### config.mk
export PLATFORM = sky130hd
export DESIGN_NAME = leaf_user_fifo_bank_flat
export DESIGN_NICKNAME = d
export VERILOG_FILES = /design/src/rtl/leaf_user_fifo_bank_if.sv /design/src/rtl/leaf_user_fifo_bank.sv /design/src/flat_wrapper.sv
export SDC_FILE = /design/constraint.sdc
export NUM_CORES = 2
export LEC_CHECK = 0
export ABC_AREA = 1
export CAP_MARGIN = 30
export CORE_MARGIN = 2
export CORE_UTILIZATION = 50
export CTS_CLUSTER_DIAMETER = 80
export CTS_CLUSTER_SIZE = 16
export DETAILED_ROUTE_END_ITERATION = 16
export GPL_TIMING_DRIVEN = 0
export PLACE_DENSITY_LB_ADDON = 0.3
export SETUP_SLACK_MARGIN = 0.3
export SLEW_MARGIN = 20
export SYNTH_ARGS = -nofsm -noshare
export SYNTH_HDL_FRONTEND = slang
export SYNTH_SLANG_ARGS = --single-unit
### constraint.sdc
create_clock -name clk -period 2.7 [get_ports clk]
set_input_delay 0.54 -clock clk [delete_from_list [all_inputs] [get_ports clk]]
set_output_delay 0.54 -clock clk [all_outputs]
set_load 0.005 [all_outputs]
### src/rtl/leaf_user_fifo_bank_if.sv
// Purpose: bundles every data/handshake signal between the FIFO bank, leaf_interface and the user kernel.
// Latency: none; this is wiring only.
// Backpressure: carries the vld/ack pairs unchanged. The master side is the environment and the slave side is the bank.
// Optional macro LEAF_FIFO_STATS_EN adds stats_clr and xfer_count.
interface leaf_user_fifo_bank_if #(
    parameter int PAYLOAD_BITS  = 32,
    parameter int NUM_IN_PORTS  = 4,
    parameter int NUM_OUT_PORTS = 3,
    parameter int DEPTH_BITS    = 3
);
    logic                                               resend;
    logic [NUM_IN_PORTS*PAYLOAD_BITS-1:0]               in_data;
    logic [NUM_IN_PORTS-1:0]                            in_vld;
    logic [NUM_IN_PORTS-1:0]                            in_ack;
    logic [NUM_IN_PORTS*PAYLOAD_BITS-1:0]               user_in_data;
    logic [NUM_IN_PORTS-1:0]                            user_in_vld;
    logic [NUM_IN_PORTS-1:0]                            user_in_ack;
    logic [NUM_OUT_PORTS*PAYLOAD_BITS-1:0]              user_out_data;
    logic [NUM_OUT_PORTS-1:0]                           user_out_vld;
    logic [NUM_OUT_PORTS-1:0]                           user_out_ack;
    logic [NUM_OUT_PORTS*PAYLOAD_BITS-1:0]              out_data;
    logic [NUM_OUT_PORTS-1:0]                           out_vld;
    logic [NUM_OUT_PORTS-1:0]                           out_ack;
    logic [(NUM_IN_PORTS+NUM_OUT_PORTS)*(DEPTH_BITS+1)-1:0] fifo_level;
`ifdef LEAF_FIFO_STATS_EN
    logic                                               stats_clr;
    logic [(NUM_IN_PORTS+NUM_OUT_PORTS)*16-1:0]         xfer_count;
`endif

    modport master (
        output resend, in_data, in_vld, user_in_ack, user_out_data, user_out_vld, out_ack,
`ifdef LEAF_FIFO_STATS_EN
        output stats_clr,
        input  xfer_count,
`endif
        input  in_ack, user_in_data, user_in_vld, user_out_ack, out_data, out_vld, fifo_level
    );

    modport slave (
        input  resend, in_data, in_vld, user_in_ack, user_out_data, user_out_vld, out_ack,
`ifdef LEAF_FIFO_STATS_EN
        input  stats_clr,
        output xfer_count,
`endif
        output in_ack, user_in_data, user_in_vld, user_out_ack, out_data, out_vld, fifo_level
    );
endinterface

### src/rtl/leaf_user_fifo_bank.sv
// Purpose: provides an independent FWFT FIFO per inbound (interface->user) and outbound (user->interface) channel.
// Latency: a word pushed into an empty FIFO appears at the head 1 cycle later. There is no bypass.
// Backpressure: the writer-side ack equals !full. While resend is high, outbound vld is held at 0 and outbound pops are frozen.
// Ports: clk and reset_n (asynchronous, active-low) are plain ports. All other signals travel in bus (leaf_user_fifo_bank_if.slave).
// Optional macro LEAF_FIFO_STATS_EN adds saturating 16-bit per-FIFO push counters (xfer_count) and a synchronous clear (stats_clr).

// Generic circular-buffer FWFT FIFO. The head data is forced to zero when the FIFO is empty,
// so the data outputs read 0 after reset even though the storage itself is never reset.
module leaf_fifo #(
    parameter int W  = 32,
    parameter int DB = 3
) (
    input  logic          clk,
    input  logic          reset_n,
    input  logic          wr_vld_i,
    input  logic [W-1:0]  wr_dat_i,
    output logic          wr_rdy_o,
    output logic          rd_vld_o,
    output logic [W-1:0]  rd_dat_o,
    input  logic          rd_rdy_i,
    input  logic          hold_i,
    output logic [DB:0]   level_o
);
    localparam int          DEPTH    = 1 << DB;
    localparam logic [DB:0] FULL_CNT = {1'b1, {DB{1'b0}}};
    localparam logic [DB:0] CNT_ONE  = 1;
    localparam logic [DB-1:0] PTR_ONE = 1;

    logic [W-1:0]  mem_q [DEPTH];
    logic [DB-1:0] wr_ptr_q, wr_ptr_d, rd_ptr_q, rd_ptr_d;
    logic [DB:0]   cnt_q, cnt_d;
    logic          full, empty, push, pop;

    assign full  = (cnt_q == FULL_CNT);
    assign empty = (cnt_q == '0);
    // A full FIFO refuses a push even when a pop frees a slot on the same edge.
    assign push  = wr_vld_i && !full;
    assign pop   = !empty && !hold_i && rd_rdy_i;

    assign wr_rdy_o = !full;
    assign rd_vld_o = !empty && !hold_i;
    assign rd_dat_o = empty ? '0 : mem_q[rd_ptr_q];
    assign level_o  = cnt_q;

    always_comb begin
        wr_ptr_d = wr_ptr_q;
        rd_ptr_d = rd_ptr_q;
        cnt_d    = cnt_q;
        if (push) wr_ptr_d = wr_ptr_q + PTR_ONE;
        if (pop)  rd_ptr_d = rd_ptr_q + PTR_ONE;
        case ({push, pop})
            2'b10:   cnt_d = cnt_q + CNT_ONE;
            2'b01:   cnt_d = cnt_q - CNT_ONE;
            default: cnt_d = cnt_q;
        endcase
    end

    always_ff @(posedge clk or negedge reset_n) begin
        if (!reset_n) begin
            wr_ptr_q <= '0;
            rd_ptr_q <= '0;
            cnt_q    <= '0;
        end else begin
            wr_ptr_q <= wr_ptr_d;
            rd_ptr_q <= rd_ptr_d;
            cnt_q    <= cnt_d;
        end
    end

    always_ff @(posedge clk) begin
        if (push) mem_q[wr_ptr_q] <= wr_dat_i;
    end
endmodule

module leaf_user_fifo_bank #(
    parameter int PAYLOAD_BITS  = 32,
    parameter int NUM_IN_PORTS  = 4,
    parameter int NUM_OUT_PORTS = 3,
    parameter int DEPTH_BITS    = 3
) (
    input  logic                 clk,
    input  logic                 reset_n,
    leaf_user_fifo_bank_if.slave bus
);
    localparam int W  = PAYLOAD_BITS;
    localparam int LW = DEPTH_BITS + 1;
    localparam int NI = NUM_IN_PORTS;
    localparam int NO = NUM_OUT_PORTS;

    logic [NI-1:0]         in_ack_w, user_in_vld_w;
    logic [NI*W-1:0]       user_in_data_w;
    logic [NO-1:0]         user_out_ack_w, out_vld_w;
    logic [NO*W-1:0]       out_data_w;
    logic [(NI+NO)*LW-1:0] level_w;

    for (genvar i = 0; i < NI; i++) begin : g_in
        leaf_fifo #(.W(W), .DB(DEPTH_BITS)) u_fifo (
            .clk      (clk),
            .reset_n  (reset_n),
            .wr_vld_i (bus.in_vld[i]),
            .wr_dat_i (bus.in_data[i*W +: W]),
            .wr_rdy_o (in_ack_w[i]),
            .rd_vld_o (user_in_vld_w[i]),
            .rd_dat_o (user_in_data_w[i*W +: W]),
            .rd_rdy_i (bus.user_in_ack[i]),
            .hold_i   (1'b0),
            .level_o  (level_w[i*LW +: LW])
        );
    end

    // Outbound FIFOs keep filling during resend. Only the interface-side pop is frozen.
    for (genvar j = 0; j < NO; j++) begin : g_out
        leaf_fifo #(.W(W), .DB(DEPTH_BITS)) u_fifo (
            .clk      (clk),
            .reset_n  (reset_n),
            .wr_vld_i (bus.user_out_vld[j]),
            .wr_dat_i (bus.user_out_data[j*W +: W]),
            .wr_rdy_o (user_out_ack_w[j]),
            .rd_vld_o (out_vld_w[j]),
            .rd_dat_o (out_data_w[j*W +: W]),
            .rd_rdy_i (bus.out_ack[j]),
            .hold_i   (bus.resend),
            .level_o  (level_w[(NI+j)*LW +: LW])
        );
    end

    assign bus.in_ack       = in_ack_w;
    assign bus.user_in_vld  = user_in_vld_w;
    assign bus.user_in_data = user_in_data_w;
    assign bus.user_out_ack = user_out_ack_w;
    assign bus.out_vld      = out_vld_w;
    assign bus.out_data     = out_data_w;
    assign bus.fifo_level   = level_w;

`ifdef LEAF_FIFO_STATS_EN
    // An accepted push is the writer's vld qualified by the FIFO's own !full ack.
    logic [NI+NO-1:0] acc_w;
    assign acc_w = {bus.user_out_vld & user_out_ack_w, bus.in_vld & in_ack_w};

    for (genvar f = 0; f < NI + NO; f++) begin : g_stat
        logic [15:0] xfer_q;
        always_ff @(posedge clk or negedge reset_n) begin
            if (!reset_n)
                xfer_q <= '0;
            else if (bus.stats_clr)
                xfer_q <= '0;
            else if (acc_w[f] && (xfer_q != 16'hFFFF))
                xfer_q <= xfer_q + 16'd1;
        end
        assign bus.xfer_count[f*16 +: 16] = xfer_q;
    end
`endif
endmodule

### src/flat_wrapper.sv
// flat-port wrapper written by rule: the top's interface ports become plain ports
module leaf_user_fifo_bank_flat 
#(
    parameter int PAYLOAD_BITS  = 32,
    parameter int NUM_IN_PORTS  = 4,
    parameter int NUM_OUT_PORTS = 3,
    parameter int DEPTH_BITS    = 3
)
  (clk, reset_n, bus_resend, bus_in_data, bus_in_vld, bus_user_in_ack, bus_user_out_data, bus_user_out_vld, bus_out_ack, bus_in_ack, bus_user_in_data, bus_user_in_vld, bus_user_out_ack, bus_out_data, bus_out_vld, bus_fifo_level);
  leaf_user_fifo_bank_if #(.PAYLOAD_BITS(PAYLOAD_BITS), .NUM_IN_PORTS(NUM_IN_PORTS), .NUM_OUT_PORTS(NUM_OUT_PORTS), .DEPTH_BITS(DEPTH_BITS)) bus_i ();
  input  logic clk;
  input  logic reset_n;
  input wire logic [$bits(bus_i.resend)-1:0] bus_resend;
  input wire logic [$bits(bus_i.in_data)-1:0] bus_in_data;
  input wire logic [$bits(bus_i.in_vld)-1:0] bus_in_vld;
  input wire logic [$bits(bus_i.user_in_ack)-1:0] bus_user_in_ack;
  input wire logic [$bits(bus_i.user_out_data)-1:0] bus_user_out_data;
  input wire logic [$bits(bus_i.user_out_vld)-1:0] bus_user_out_vld;
  input wire logic [$bits(bus_i.out_ack)-1:0] bus_out_ack;
  output wire logic [$bits(bus_i.in_ack)-1:0] bus_in_ack;
  output wire logic [$bits(bus_i.user_in_data)-1:0] bus_user_in_data;
  output wire logic [$bits(bus_i.user_in_vld)-1:0] bus_user_in_vld;
  output wire logic [$bits(bus_i.user_out_ack)-1:0] bus_user_out_ack;
  output wire logic [$bits(bus_i.out_data)-1:0] bus_out_data;
  output wire logic [$bits(bus_i.out_vld)-1:0] bus_out_vld;
  output wire logic [$bits(bus_i.fifo_level)-1:0] bus_fifo_level;
  assign bus_i.resend = bus_resend;
  assign bus_i.in_data = bus_in_data;
  assign bus_i.in_vld = bus_in_vld;
  assign bus_i.user_in_ack = bus_user_in_ack;
  assign bus_i.user_out_data = bus_user_out_data;
  assign bus_i.user_out_vld = bus_user_out_vld;
  assign bus_i.out_ack = bus_out_ack;
  assign bus_in_ack = bus_i.in_ack;
  assign bus_user_in_data = bus_i.user_in_data;
  assign bus_user_in_vld = bus_i.user_in_vld;
  assign bus_user_out_ack = bus_i.user_out_ack;
  assign bus_out_data = bus_i.out_data;
  assign bus_out_vld = bus_i.out_vld;
  assign bus_fifo_level = bus_i.fifo_level;
  leaf_user_fifo_bank #(.PAYLOAD_BITS(PAYLOAD_BITS), .NUM_IN_PORTS(NUM_IN_PORTS), .NUM_OUT_PORTS(NUM_OUT_PORTS), .DEPTH_BITS(DEPTH_BITS)) u_core (.clk(clk), .reset_n(reset_n), .bus(bus_i));
endmodule
* Yosys cells after proc, flatten, opt, wreduce, memory -nomap -nowiden *
Memories as Yosys holds them, arrays and structs flattened.
Cells that the tools add are included.

operators by class
  add/subtract/negate cells = 28
  eq/ne operators = 21
  multiplexer cells = 28
  reductions and logical operators = 46

operators by type and width
  operator                                              number
  2-to-1 mux 32 bit                                     7
  one-hot mux 4 bit (2 select lines)                    7
  adder 3 x 1 -> 3 bit (second input constant)          14
  adder 4 x 1 -> 4 bit (second input constant)          7
  equality test 4 bit (second input constant)           7
  logical NOT 4 bit                                     7
  subtractor 4 x 1 -> 4 bit (second input constant)     7
  logical AND 1 bit                                     17
  logical NOT 1 bit                                     15
  equality test 2 x 1 -> 1 bit (second input constant)  7
  equality test 2 bit (second input constant)           7
  2-to-1 mux 1 bit                                      14
  nonzero test 2 bit                                    7

storage, ports and cells
  flip-flop bits (word level) = 70
  memory bits (writable) = 1792
  output and inout port bits = 266
  memories kept = 7

memories
  name                          depth  bits a word  rd ports  clocked after memory_dff  wr ports  line                       text
  u_core.g_in[0].u_fifo.mem_q   8      32           1         0                         1         leaf_user_fifo_bank.sv:29  logic [W-1:0] mem_q [DEPTH];
  u_core.g_in[1].u_fifo.mem_q   8      32           1         0                         1         leaf_user_fifo_bank.sv:29
  u_core.g_in[2].u_fifo.mem_q   8      32           1         0                         1         leaf_user_fifo_bank.sv:29
  u_core.g_in[3].u_fifo.mem_q   8      32           1         0                         1         leaf_user_fifo_bank.sv:29
  u_core.g_out[0].u_fifo.mem_q  8      32           1         0                         1         leaf_user_fifo_bank.sv:29
  u_core.g_out[1].u_fifo.mem_q  8      32           1         0                         1         leaf_user_fifo_bank.sv:29
  +1 memories                   n/a    n/a          n/a       n/a                       n/a       n/a

* Logic depth before layout (Yosys ltp) *
  depth after elaboration = 6
  mapped depth = 13

* By module *
A second synthesis with hierarchy kept.

second synthesis, totals
  cells, all modules = 5854
  area, all modules = 74584.0 um^2

by module, submodules not included
  module                                  instances  cells each  area each (um^2)
  leaf_fifo at u_core.g_in[0].u_fifo ...  6          836         10654.0
  leaf_fifo at u_core.g_out[2].u_fifo     1          837         10656.5
  leaf_user_fifo_bank                     1          1           3.8

* Least setup slack after synthesis *
No wires, ideal clock.

  path type = reg-to-reg
  from = register u_core.g_out[0].u_fifo.cnt_q[0]
  to = memory u_core.g_out[0].u_fifo.mem_q[0][0], enable pin
  arrival = 2379 ps
  required time = 2279 ps
  slack = -100 ps
  stages on the path, launching flop included = 6
  clock period less this slack = 2800 ps
  cell sequence = dfrtp_1 -> nor2_1 -> nand3_1 -> nand2_1 -> or2_2 -> nor2_1

on the way
  cells in the longest elaborated chain, start to end = 5

ends and longest elaborated chain
  element                                 line                       text
  start: declaration                      leaf_user_fifo_bank.sv:31  logic [DB:0] cnt_q, cnt_d;
  start signal: assignment                leaf_user_fifo_bank.sv:66  cnt_q <= cnt_d;
  equality test 4 bit                     leaf_user_fifo_bank.sv:34  assign full = (cnt_q == FULL_CNT);
  logical NOT 1 bit                       n/a
  net u_core.g_out[0].u_fifo.wr_rdy_o     leaf_user_fifo_bank.sv:17  output logic wr_rdy_o,
  logical AND 1 bit                       leaf_user_fifo_bank.sv:37  assign push = wr_vld_i && !full;
  2-to-1 mux 1 bit                        leaf_user_fifo_bank.sv:71  if (push) mem_q[wr_ptr_q] <= wr_dat_i;
  2-to-1 mux 1 bit (implied by the code)  leaf_user_fifo_bank.sv:71
  end: declaration                        leaf_user_fifo_bank.sv:29

The timed path passes the listed nets, and every way through them passes these cells.

* Final worst setup path *
  from = register u_core.g_out[1].u_fifo.rd_ptr_q[0]
  to = output port bus_out_data[63]

on the way
  cells in the longest elaborated chain, start to end = 2

ends and longest elaborated chain
  element                   line                       text
  start: declaration        leaf_user_fifo_bank.sv:30  logic [DB-1:0] wr_ptr_q, wr_ptr_d, rd_ptr_q, rd_ptr_d;
  start signal: assignment  leaf_user_fifo_bank.sv:65  rd_ptr_q <= rd_ptr_d;
  memory read (8 x 32 bit)  n/a
  2-to-1 mux 32 bit         leaf_user_fifo_bank.sv:42  assign rd_dat_o = empty ? '0 : mem_q[rd_ptr_q];
  end: declaration          flat_wrapper.sv:24         output wire logic [$bits(bus_i.out_data)-1:0] bus_out_data;

Every way passes these cells.

==> results.json <==
{
  "outcome": "finished, violations left",
  "violations": "negative setup slack",
  "skew_ns": 0.0442,
  "synth-xor-area-share_pct": 0.457,
  "synth_top_area_share_pct": 72.0,
  "clock.fmax_mhz": 327,
  "worst-slew-pin-transition_ns": 0.781,
  "cts_tree": "done",
  "muxShareOfSynthArea_pct": 0,
  "endpoint_kind": "output port",
  "period_needed_ns": 3.06,
  "synth_top_family_by_area": "simple AND/OR/NAND/NOR gates",
  "ys.flop_type": "edfxtp_1",
  "die_area_um2": 153000,
  "wirelength_um": 226000,
  "drv_cap": 0,
  "async_flop_share_pct": 3.76,
  "wl_per_cell_um": 25.1,
  "gp_congestion": 0.846,
  "synth.most_common_cell": "edfxtp_1",
  "min_path_type": "in -> async",
  "r2r-end": "u_core.g_in[0].u_fifo.mem_q[7][23]",
  "cts-buffers-inserted": 137,
  "numClockSinks": 1862,
  "cp_max_fo": 8,
  "via_per_inst": 5.92,
  "period_share_pct": 113,
  "power_density_nw_per_um2": 1210,
  "vias": 53200,
  "synthToLayoutAreaGrowth_pct": 31.7,
  "slew_viol_final": 0,
  "r2r_start": "u_core.g_in[0].u_fifo.level_o[3]",
  "fin_ws_ns": -0.361,
  "nNetsFinal": 7220,
  "start_util_pct": 50.5,
  "worstPathRequired_ns": 2.16,
  "dpl.cell_count": 8364,
  "yosysTopAreaCell": "edfxtp_1",
  "synthTopCellsByCount": "edfxtp_1, nor2_1, o21ai_0",
  "syn_inst": 5868,
  "core_um2": 148000,
  "finalHoldViolCount": 0,
  "die_h_um": 391,
  "io_pins": 507,
  "clkTransAtPathRegs_ns": 0.08,
  "drc": 0,
  "grt_setup_unrepaired": "true",
  "hold_ws_ns": 0.239,
  "syn-num-nets": 6144,
  "yosys_warnings": 0,
  "post-route-util_pct": 66.5,
  "rows": 141,
  "slew_headroom_pct": 47.9,
  "start_kind": "flip-flop",
  "grt_max_degree": 48,
  "io_buffers": 506,
  "overflow": 0,
  "grt_pass1_vias": 50100,
  "cp-endpoint": "bus_out_data[63]",
  "syn_area_per_cell_um2": 12.7,
  "grt_antenna_before_repair": 50,
  "synth-simple-area-share_pct": 10.7,
  "h-tree-depth": 4,
  "stdcell_count": 8990,
  "synth-seq-cells": 1862,
  "seq_area_frac_synth_pct": 74.4,
  "ys_types": 25,
  "die_x_um": 391,
  "synth_area_um2": 74700,
  "setup-violations-final": 224,
  "p_leak_nw": 34.7,
  "crit_arrival_ns": 2.52,
  "drive_gt1_share_pct": 29.1,
  "criticalPathCategory": "reg -> out",
  "drt-initial-drc-count": 6115,
  "synthAdderAreaFrac_pct": 0.586,
  "ctsLongestPathBuffers": 3,
  "synth_compound_area_share_pct": 10.4,
  "final_antenna_net_count": 0,
  "yosys-top-cells-area": "edfxtp_1, nor2_1, o21ai_0",
  "r2r_setup_slack_ns": 0.25,
  "ff2ff_path_depth": 7,
  "place_hpwl_um": 134000,
  "grt_pass1_wl_um": 313000,
  "fillCellCount": 9877,
  "clkLatencyLatePin_ns": 0.78,
  "synth-edff-count": 1792,
  "startpoint": "u_core.g_out[1].u_fifo.rd_ptr_q[0]",
  "first_pass_iters": 5,
  "vdd_drop_max_v": 0.000729,
  "clock-root-buffer": "clkbuf_16",
  "track_usage_pct": 27.3
}
-- metrics by stage --
step / setup slack (ns) / power, mW / setup TNS [ns] / area [µm²]
after floorplan: -0.100 / 60.3 / -75.20 / 74700
after global placement: -3.00 / 79.9 / -3332.42 / 82200
after detailed placement: -0.721 / 82.0 / -79.12 / 84200
after CTS: -0.364 / 109 / -56.90 / 93100
after global routing: -0.442 / 124 / -70.78 / 98400
final: -0.361 / 119 / -51.60 / 98400
-- sequential cells by signal, indices dropped and copies added (netlist names) --
register                      count
u_core.g_in.u_fifo.wr_ptr_q      12
u_core.g_in.u_fifo.mem_q       1024
u_core.g_in.u_fifo.level_o       16
u_core.g_out.u_fifo.rd_ptr_q      9
u_core.g_out.u_fifo.wr_ptr_q      9
u_core.g_out.u_fifo.level_o      12
u_core.g_in.u_fifo.rd_ptr_q      12
u_core.g_out.u_fifo.mem_q       768
-- how the worst min path moves through the flow --
stage                                        from                            endpoint  slack, ns  depth (start not counted)
4_1_cts                                   reset_n   u_core.g_in[0].u_fifo.rd_ptr_q[2]       0.20                          2
2_1_floorplan                             reset_n    u_core.g_in[0].u_fifo.level_o[0]       0.24                          0
3_3_place_gp   u_core.g_out[0].u_fifo.wr_ptr_q[0]  u_core.g_out[0].u_fifo.wr_ptr_q[0]       0.51                          2
5_1_grt                                   reset_n   u_core.g_in[0].u_fifo.rd_ptr_q[2]       0.24                          2
3_5_place_dp                              reset_n   u_core.g_in[0].u_fifo.rd_ptr_q[1]       0.45                          1
6_report                                  reset_n   u_core.g_in[0].u_fifo.rd_ptr_q[2]       0.24                          2
-- placed cells by master (no fill, tap or decap), types with 28 or more instances in the layout --
cell                n
buf_6             142
o21ai_1           313
nor2_4            242
o21ai_0           496
nor2_2            347
edfxtp_1         1792
clkbuf_4           34
clkdlybuf4s50_1   266
clkbuf_16         198
clkbuf_1           73
diode_2            28
buf_2             197
o22ai_2            71
clkbuf_2           63
buf_8              81
o21ai_2            99
buf_4             193
buf_12            140
ha_1               34
buf_16             89
dfrtp_2            42
o22ai_1           152
nand2_1           393
o211ai_1          224
dfrtp_1            28
inv_1              60
nor2_1           1068
clkbuf_8           29
-- final cells by class --
class / count / area [µm²] / area share (%)
antenna: 28 / 70.1 / 0.0712
timing repair buffer: 936 / 11100 / 11.3
buffer: 370 / 4520 / 4.60
tap: 1930 / 2410 / 2.45
clock inverter: 13 / 169 / 0.172
multi-input combinational: 3557 / 20300 / 20.6
inverter: 80 / 325 / 0.331
clock buffer: 214 / 3930 / 3.99
sequential: 1862 / 55600 / 56.5
-- kinds of logic (layout without fill, tap and decap cells) --
logic type                 Yosys count  in the layout
other                                0             28
adders and majority gates           35             35
and+or+nand+nor                   2097           2099
xor gates and xnor gates            39             39
buffers and inverters              451           1613
AOI/OAI and AO/OA                 1384           1384
DFF                               1862           1862
-- critical path, cell delays in order, from the launching register on --
cell       delay (ns)
dfrtp_2          0.50
inv_4            0.14
buf_16           0.16
buf_4            0.14
clkbuf_16        0.14
nor2_1           0.05
o211ai_1         0.21
nand2_1          0.13
nor2_4           0.14
clkbuf_2         0.13
-- per-layer routing --
layer | GRT usage [%] | routed length [µm] | vias to the layer above
met1 | 36.3 | 84600 | 26400
met2 | 44.3 | 111000 | 2958
li1 | - | - | 23300
met4 | 10.2 | 8160 | 44
met3 | 5.75 | 21900 | 538
met5 | 0 | 271 | -
-- repair_timing --
item | in CTS | in global routing
gates cloned | 50 | 44
hold buffers | 1 | 0
pin swaps | 371 | 675
hold endpoints to repair | 23 | 0
resized for setup | 1905 | 1283
endpoints found under the setup margin | 668 | 1321
buffers inserted | 123 | 154
-- where the power goes --
| part | internal, mW | switching (mW) |
|---|---|---|
| Clock | 10.2 | 9.87 |
| Sequential | 36.4 | 1.81 |
| Combinational | 26.4 | 34.2 |
| Total | 73.0 | 45.9 |
No activity file was read; power rests on OpenSTA's default activity.
